File: config.mk
export PLATFORM = sky130hd
export DESIGN_NAME = pipe_ctrl
export DESIGN_NICKNAME = d
export VERILOG_FILES = /design/src/rtl/pipe_ctrl.sv
export SDC_FILE = /design/constraint.sdc
export NUM_CORES = 1
export LEC_CHECK = 0
export CORE_AREA = 5 5 90 92
export DETAILED_ROUTE_END_ITERATION = 7
export DIE_AREA = 0 0 95 97
export GPL_ROUTABILITY_DRIVEN = 0
export PLACE_DENSITY = 0.84
export SETUP_SLACK_MARGIN = 0.1
export SYNTH_ARGS = -nofsm -noshare
export SYNTH_HDL_FRONTEND = slang
export SYNTH_SLANG_ARGS = --single-unit
export TNS_END_PERCENT = 1
File: constraint.sdc
create_clock -name clk -period 3.65 [get_ports clk]
set_clock_uncertainty 0.15 [all_clocks]
set_input_delay 0.9125 -clock clk [delete_from_list [all_inputs] [get_ports clk]]
set_output_delay 0.9125 -clock clk [all_outputs]
set_load 0.01 [all_outputs]
File: src/rtl/pipe_ctrl.sv
// pipe_ctrl: central sequencer for the 6-stage pipeline (PC, IF, ID, EX, MEM, WB).
// It merges the per-stage stall requests into one stall vector. It turns a MEM-stage
// exception or mret into a single-cycle flush with a redirect PC, and holds that flush
// back while a data-bus transaction is still outstanding.
// Optional build macro: PIPE_CTRL_WDOG_EN adds a stall watchdog with a sticky
// wdog_timeout flag. Without it, wdog_timeout is tied to 0.
module pipe_ctrl #(
  parameter int WDOG_LIMIT = 1023,
  parameter int WDOG_W     = 10
) (
  input  logic        clk,
  input  logic        rst,
  input  logic        stallreq_if,
  input  logic        stallreq_id,
  input  logic        stallreq_ex,
  input  logic        stallreq_mem,
  input  logic        except_valid,
  input  logic        except_is_ret,
  input  logic        bus_busy,
  input  logic [31:0] csr_mtvec,
  input  logic [31:0] csr_mepc,
  output logic [5:0]  stall,
  output logic        flush,
  output logic [31:0] new_pc,
  output logic [31:0] stall_cycles,
  output logic        wdog_timeout
);

  typedef enum logic [1:0] {
    RUN       = 2'd0,
    TRAP_WAIT = 2'd1,
    FLUSH     = 2'd2
  } state_t;

  state_t      state;
  state_t      state_nxt;
  logic [5:0]  req_stall;
  logic [5:0]  stall_c;
  logic        flush_c;
  logic        capture_pc;
  logic [31:0] trap_target;

  // The deepest requesting stage wins, because it freezes itself and everything behind it.
  always_comb begin
    req_stall = 6'b000000;
    if (stallreq_mem)     req_stall = 6'b011111;
    else if (stallreq_ex) req_stall = 6'b001111;
    else if (stallreq_id) req_stall = 6'b000111;
    else if (stallreq_if) req_stall = 6'b000011;
  end

  // An mret returns to mepc. Traps go to mtvec with the mode bits forced to direct.
  assign trap_target = except_is_ret ? csr_mepc : (csr_mtvec & 32'hFFFF_FFFC);

  // Next-state and output decode. The whole pipe is frozen while a trap waits on the
  // bus, and on the accept cycle, so the excepting instruction stays parked in MEM.
  always_comb begin
    state_nxt  = state;
    stall_c    = 6'b000000;
    flush_c    = 1'b0;
    capture_pc = 1'b0;
    case (state)
      RUN: begin
        if (except_valid) begin
          stall_c = 6'b111111;
          if (bus_busy) begin
            state_nxt = TRAP_WAIT;
          end else begin
            capture_pc = 1'b1;
            state_nxt  = FLUSH;
          end
        end else begin
          stall_c = req_stall;
        end
      end
      TRAP_WAIT: begin
        if (!except_valid) begin
          stall_c   = req_stall;
          state_nxt = RUN;
        end else begin
          stall_c = 6'b111111;
          if (!bus_busy) begin
            capture_pc = 1'b1;
            state_nxt  = FLUSH;
          end
        end
      end
      FLUSH: begin
        flush_c   = 1'b1;
        state_nxt = RUN;
      end
      default: begin
        state_nxt = RUN;
      end
    endcase
  end

  // Gate the combinational outputs with reset, so that stall requests arriving during
  // reset never reach the pipeline registers.
  assign stall = rst ? stall_c : 6'b000000;
  assign flush = rst & flush_c;

  // State register. An asynchronous reset abandons any pending trap without a flush.
  always_ff @(posedge clk or negedge rst) begin
    if (!rst) state <= RUN;
    else      state <= state_nxt;
  end

  // Redirect target is captured on the accept cycle and held until the next trap.
  always_ff @(posedge clk or negedge rst) begin
    if (!rst)            new_pc <= 32'h0000_0000;
    else if (capture_pc) new_pc <= trap_target;
  end

  // Saturating count of cycles in which the PC was frozen.
  always_ff @(posedge clk or negedge rst) begin
    if (!rst) begin
      stall_cycles <= 32'h0000_0000;
    end else if (stall[0] && (stall_cycles != 32'hFFFF_FFFF)) begin
      stall_cycles <= stall_cycles + 32'd1;
    end
  end

`ifdef PIPE_CTRL_WDOG_EN
  localparam logic [WDOG_W-1:0] WdogMax = WDOG_W'(WDOG_LIMIT);

  logic              any_req;
  logic [WDOG_W-1:0] wdog_cnt;
  logic [WDOG_W-1:0] wdog_nxt;

  assign any_req = stallreq_if | stallreq_id | stallreq_ex | stallreq_mem;

  // Count consecutive request-driven stall cycles in RUN. The count saturates at the limit.
  always_comb begin
    wdog_nxt = '0;
    if ((state == RUN) && any_req) begin
      wdog_nxt = (wdog_cnt == WdogMax) ? wdog_cnt : wdog_cnt + WDOG_W'(1);
    end
  end

  // Watchdog counter and sticky timeout flag. Only reset clears the flag.
  always_ff @(posedge clk or negedge rst) begin
    if (!rst) begin
      wdog_cnt     <= '0;
      wdog_timeout <= 1'b0;
    end else begin
      wdog_cnt <= wdog_nxt;
      if (wdog_nxt == WdogMax) wdog_timeout <= 1'b1;
    end
  end
`else
  assign wdog_timeout = 1'b0;
`endif

endmodule

After elaboration in Yosys (flattened, before gate mapping)

Index checks and enable logic that the tools add are counted.

Register bits after elaboration: 66
Bits in latches: 0
RAM bits: 0
ROM bits: 0
Memories: 0

Add/subtract/negate cells: 1
Multipliers: 0
Divide/modulo/power cells: 0
Magnitude comparators: 0
Eq/ne operators: 5
Shift operators: 0
Multiplexer cells: 17
Bitwise gates (word level): 1
Reductions and logical operators: 4

Operators with widths:

| operator                                       | number |
|---|---|
| adder 32 x 1 -> 32 bit (second input constant) | 1 |
| 2-to-1 mux 32 bit                              | 1 |
| inequality test 32 bit (second input constant) | 1 |
| 2-to-1 mux 6 bit                               | 5 |
| 2-to-1 mux 2 bit                               | 5 |
| 2-to-1 mux 1 bit                               | 4 |
| case mux 2 bit (2 select lines)                | 1 |
| 2-to-1 mux 3 bit                               | 1 |
| inequality test 3 bit (second input constant)  | 1 |
| == test 2 x 1 -> 1 bit (second input constant) | 1 |
| == test 2 bit (second input constant)          | 1 |
| logical NOT 2 bit                              | 1 |
| inequality test 2 bit (second input constant)  | 1 |
| AND reduction 2 bit                            | 1 |
| OR reduction 2 bit                             | 1 |
| AND 1 bit                                      | 1 |
| logical AND 1 bit                              | 1 |

Depth between registers and ports, before layout

Depth after elaboration: 8
Depth in mapped cells: 7
Depth with buffers taken out: 6

Worst setup path after synthesis

No wires, ideal clock.

Path type: input-to-output
Start: input port except_valid
End: output port stall[1]
Data arrival time: 1682 ps
Setup slack: 906 ps
Stages on the path: 4
Path buffers: 1
Path through: nor4_1 -> a21o_1 -> inv_1 -> buf_4

Cells in the longest elaborated chain, start to end: 3

RTL lines:

| element          | line   | source |
|---|---|---|
| start, declared  | 17     | `input logic except_valid,` |
| 2-to-1 mux 6 bit | 64, 77 |  |
| 2-to-1 mux 6 bit | --     |  |
| 2-to-1 mux 6 bit | 100    | `assign stall = rst ? stall_c : 6'b000000;` |
| end, declared    | 22     | `output logic [5:0] stall,` |

No other way between the ends.

Worst setup path after layout

Ends and elaborated chain as after synthesis.

==> results.md <==
- Status: completed
- Static Leak: 2.02 nW
- RSZ-0062 raised after global routing: yes
- Syn nets: 375
- Reg2reg start: stall_cycles[0]$_DFFE_PN0P_
- H-tree depth: 3
- Final instance count without filler cells: 542
- Vias in the first global route: 2,811
- Post-Route WL: 8.58 mm
- IO Count: 145
- Nets@finish: 516
- Seq/Total Area, Yosys: 53.1%
- Vias: 2,742
- Area post-placement: 4630 um2
- Die Y: 97 um
- Hold path cells: 1
- Share of cells above drive strength 1: 6.55%
- Switching Fraction: 27.3%
- Unique masters post-synth: 33
- CTS tree: yes
- VDD IR max: 0.283 mV
- Gr ovfl total: 0
- Setup TNS: 0 ns
- Final Hold Vio Count: 0
- Port Buf Inserts: 141
- CTS Hold Bufs: 0
- Pwr dens: 408 nW/um2
- Reg2reg path depth: 6
- Clock root buffer: clkbuf_8
- Cell Count Post-Placement: 530
- Largest net degree at the start of global routing: 67
- Cells after synthesis: 301
- Post-route cell area: 4810 um2
- HP Start: state[1]$_DFFE_PN0P_
- Sequential Power Share: 46.0%
- WL/cell: 15.8 um
- Slew Viols, Final: 0
- Flop2flop setup slack: 1.33 ns
- Psw: 0.535 mW
- Core Util, Final: 67.4%
- GR Util All Layers: 18.7%
- Drt first-iter violations: 84
- Worst-Skew Late Latency: 0.33 ns
- Area delta synth->final: 54.5%
- CP Launch Type: input pin
- Critical Path Fanout Max: 4
- Drt pass-1 iters: 4
- Clock share of power: 27.3%
- Initial antenna violation count: 0
- Post-Syn Area: 3110 um2
- Core box area: 7140 um2
- Finish-stage setup viols: 0
- Worst Tran Pin Value: 0.902 ns
- Worst path arrival time: 2.43 ns
- P_int: 1.43 mW
- Maxcap violations: 0
- First-pass GRT wire length: 13.6 mm
- Crit path kind: input pin to output port
- WP data required: 2.59 ns
- Starting Density: 43.6%
- Logic gate share of total power: 26.7%
- Ys Warns: 0
- Hold worst-path end: state[0]$_DFFE_PN0P_
- Die area: 9220 um2
- DRC Markers: 0
- Synthesized area per cell: 10.3 um2
- CTS buffer count: 9
- DP HPWL: 6.47 mm
- Crit path capture type: output port
- Clock slew at reported path FFs: 0.06 ns
- Post-layout minimum cycle time: 3.49 ns
- Antenna-violating nets left: 0
- Seq cells post-synth: 66
- Clock sink count: 66
- Ant diodes: 0
- FP Rows: 31
- Hold Crit Class: flip-flop to flip-flop
- Relative slew slack: 39.9%
- Power Total: 1.96 mW
- Period utilization: 95.6%
- FMAX: 286 MHz
- Vias per inst: 5.06
- Max clock buf depth: 2
- Die Wd: 95 um
- R2R Path End: stall_cycles[1]$_DFFE_PN0P_
## critical path, cell delays in order
cell and delay, ns:
clkdlybuf4s50_1 0.45, nor4_2 0.31, a21o_1 0.17, inv_1 0.09, clkdlybuf4s50_1 0.49
## flip-flops by register name (all words and copies together), names as in the netlist
register      count
state             2
stall_cycles     32
new_pc           32
## power by group through the flow
stage,sequential [mW],combinational [mW],clock (mW)
after floorplan,0.954,0.156,0
after global placement,0.911,0.518,0
after detailed placement,0.917,0.533,0
after CTS,0.903,0.535,0.549
after global routing,0.918,0.568,0.581
final,0.902,0.524,0.535
## repair_timing
item	in CTS	in global routing
buffers inserted	0	0
endpoints found under the hold margin	0	0
resized for setup	1	1
setup endpoints to repair	1	2
pin swaps	0	1
## per-layer routing
metal	track usage, %	up-vias	routed length [um]
met5	0	-	0
met4	5.66	0	126
met1	22.0	1285	3530
li1	-	1317	-
met2	30.5	127	3960
met3	8.22	13	954
## worst max path at each step
stage / from / endpoint / cells past startpoint
2_1_floorplan: except_valid / stall[1] / 4
3_3_place_gp: stallreq_mem / stall[0] / 5
3_5_place_dp: stallreq_mem / stall[0] / 5
4_1_cts: except_valid / stall[0] / 5
5_1_grt: except_valid / stall[1] / 5
6_report: except_valid / stall[1] / 5
## placed cells by master, fill, tap and decap left out, types with 3 or more instances in the layout
cell | netlist | layout
xnor2_1 | 25 | 25
nand2_1 | 11 | 11
xor2_1 | 5 | 5
clkbuf_8 | 0 | 12
clkdlybuf4s50_1 | 0 | 138
nor2_1 | 45 | 45
nor3_1 | 6 | 5
and3_1 | 7 | 7
nand3_1 | 14 | 14
inv_1 | 7 | 7
dfrtp_1 | 66 | 66
and4_1 | 3 | 3
buf_4 | 2 | 3
mux2i_1 | 30 | 30
a21oi_1 | 30 | 30
nand4_1 | 17 | 17
## logic make-up after synthesis
kind of cell	after synthesis	share of synthesized area, %
adders and majority gates	1	0.402
DFF	66	53.1
AOI/OAI and AO/OA	35	6.15
buffers and inverters	23	3.10
xor gates and xnor gates	30	8.44
and+or+nand+nor	113	18.3
muxes	32	10.4
other	1	0.121
## layout make-up
type | count | area [um2]
Clock buffer | 12 | 165
Inverter | 7 | 26.3
Fill cell | 584 | 2330
Tap cell | 99 | 124
Multi-Input combinational cell | 212 | 1380
Timing Repair Buffer | 146 | 1470
Sequential cell | 66 | 1650
## synth_stat cells
cell / n / area share (%)
a41oi_2: 1 / 0.52
mux2_2: 1 / 0.36
buf_1: 1 / 0.12
ha_1: 1 / 0.40
xor2_1: 5 / 1.4
mux2i_1: 30 / 9.7
nor2_4: 1 / 0.36
nand2_1: 11 / 1.3
nor3_1: 6 / 0.97
nand3_2: 1 / 0.32
nor2_1: 45 / 5.4
buf_4: 2 / 0.48
o21ai_0: 2 / 0.32
and3_1: 7 / 1.4
dfrtp_1: 66 / 53
and4_1: 3 / 0.84
o31ai_1: 1 / 0.24
xnor2_1: 25 / 7.0
nand3_1: 14 / 2.3
nor4_2: 1 / 0.40
inv_1: 7 / 0.84
or2_2: 2 / 0.40
a21o_1: 1 / 0.24
nand4_1: 17 / 3.4
buf_2: 2 / 0.32
mux2_1: 1 / 0.36
conb_1: 1 / 0.12
nand2b_1: 2 / 0.40
nor4_1: 1 / 0.20
or4_4: 1 / 0.36
clkbuf_1: 11 / 1.3
a21oi_1: 30 / 4.8
nor3b_1: 1 / 0.24
## per-stage QoR
stage	hold WS, ns	worst slack, ns
floorplan	0.294	0.906
global placement	0.327	0.129
detailed placement	0.342	0.104
CTS	0.353	0.152
global route	0.365	0.0776
finish	0.349	0.159
Power figures use the tool's default switching activity.
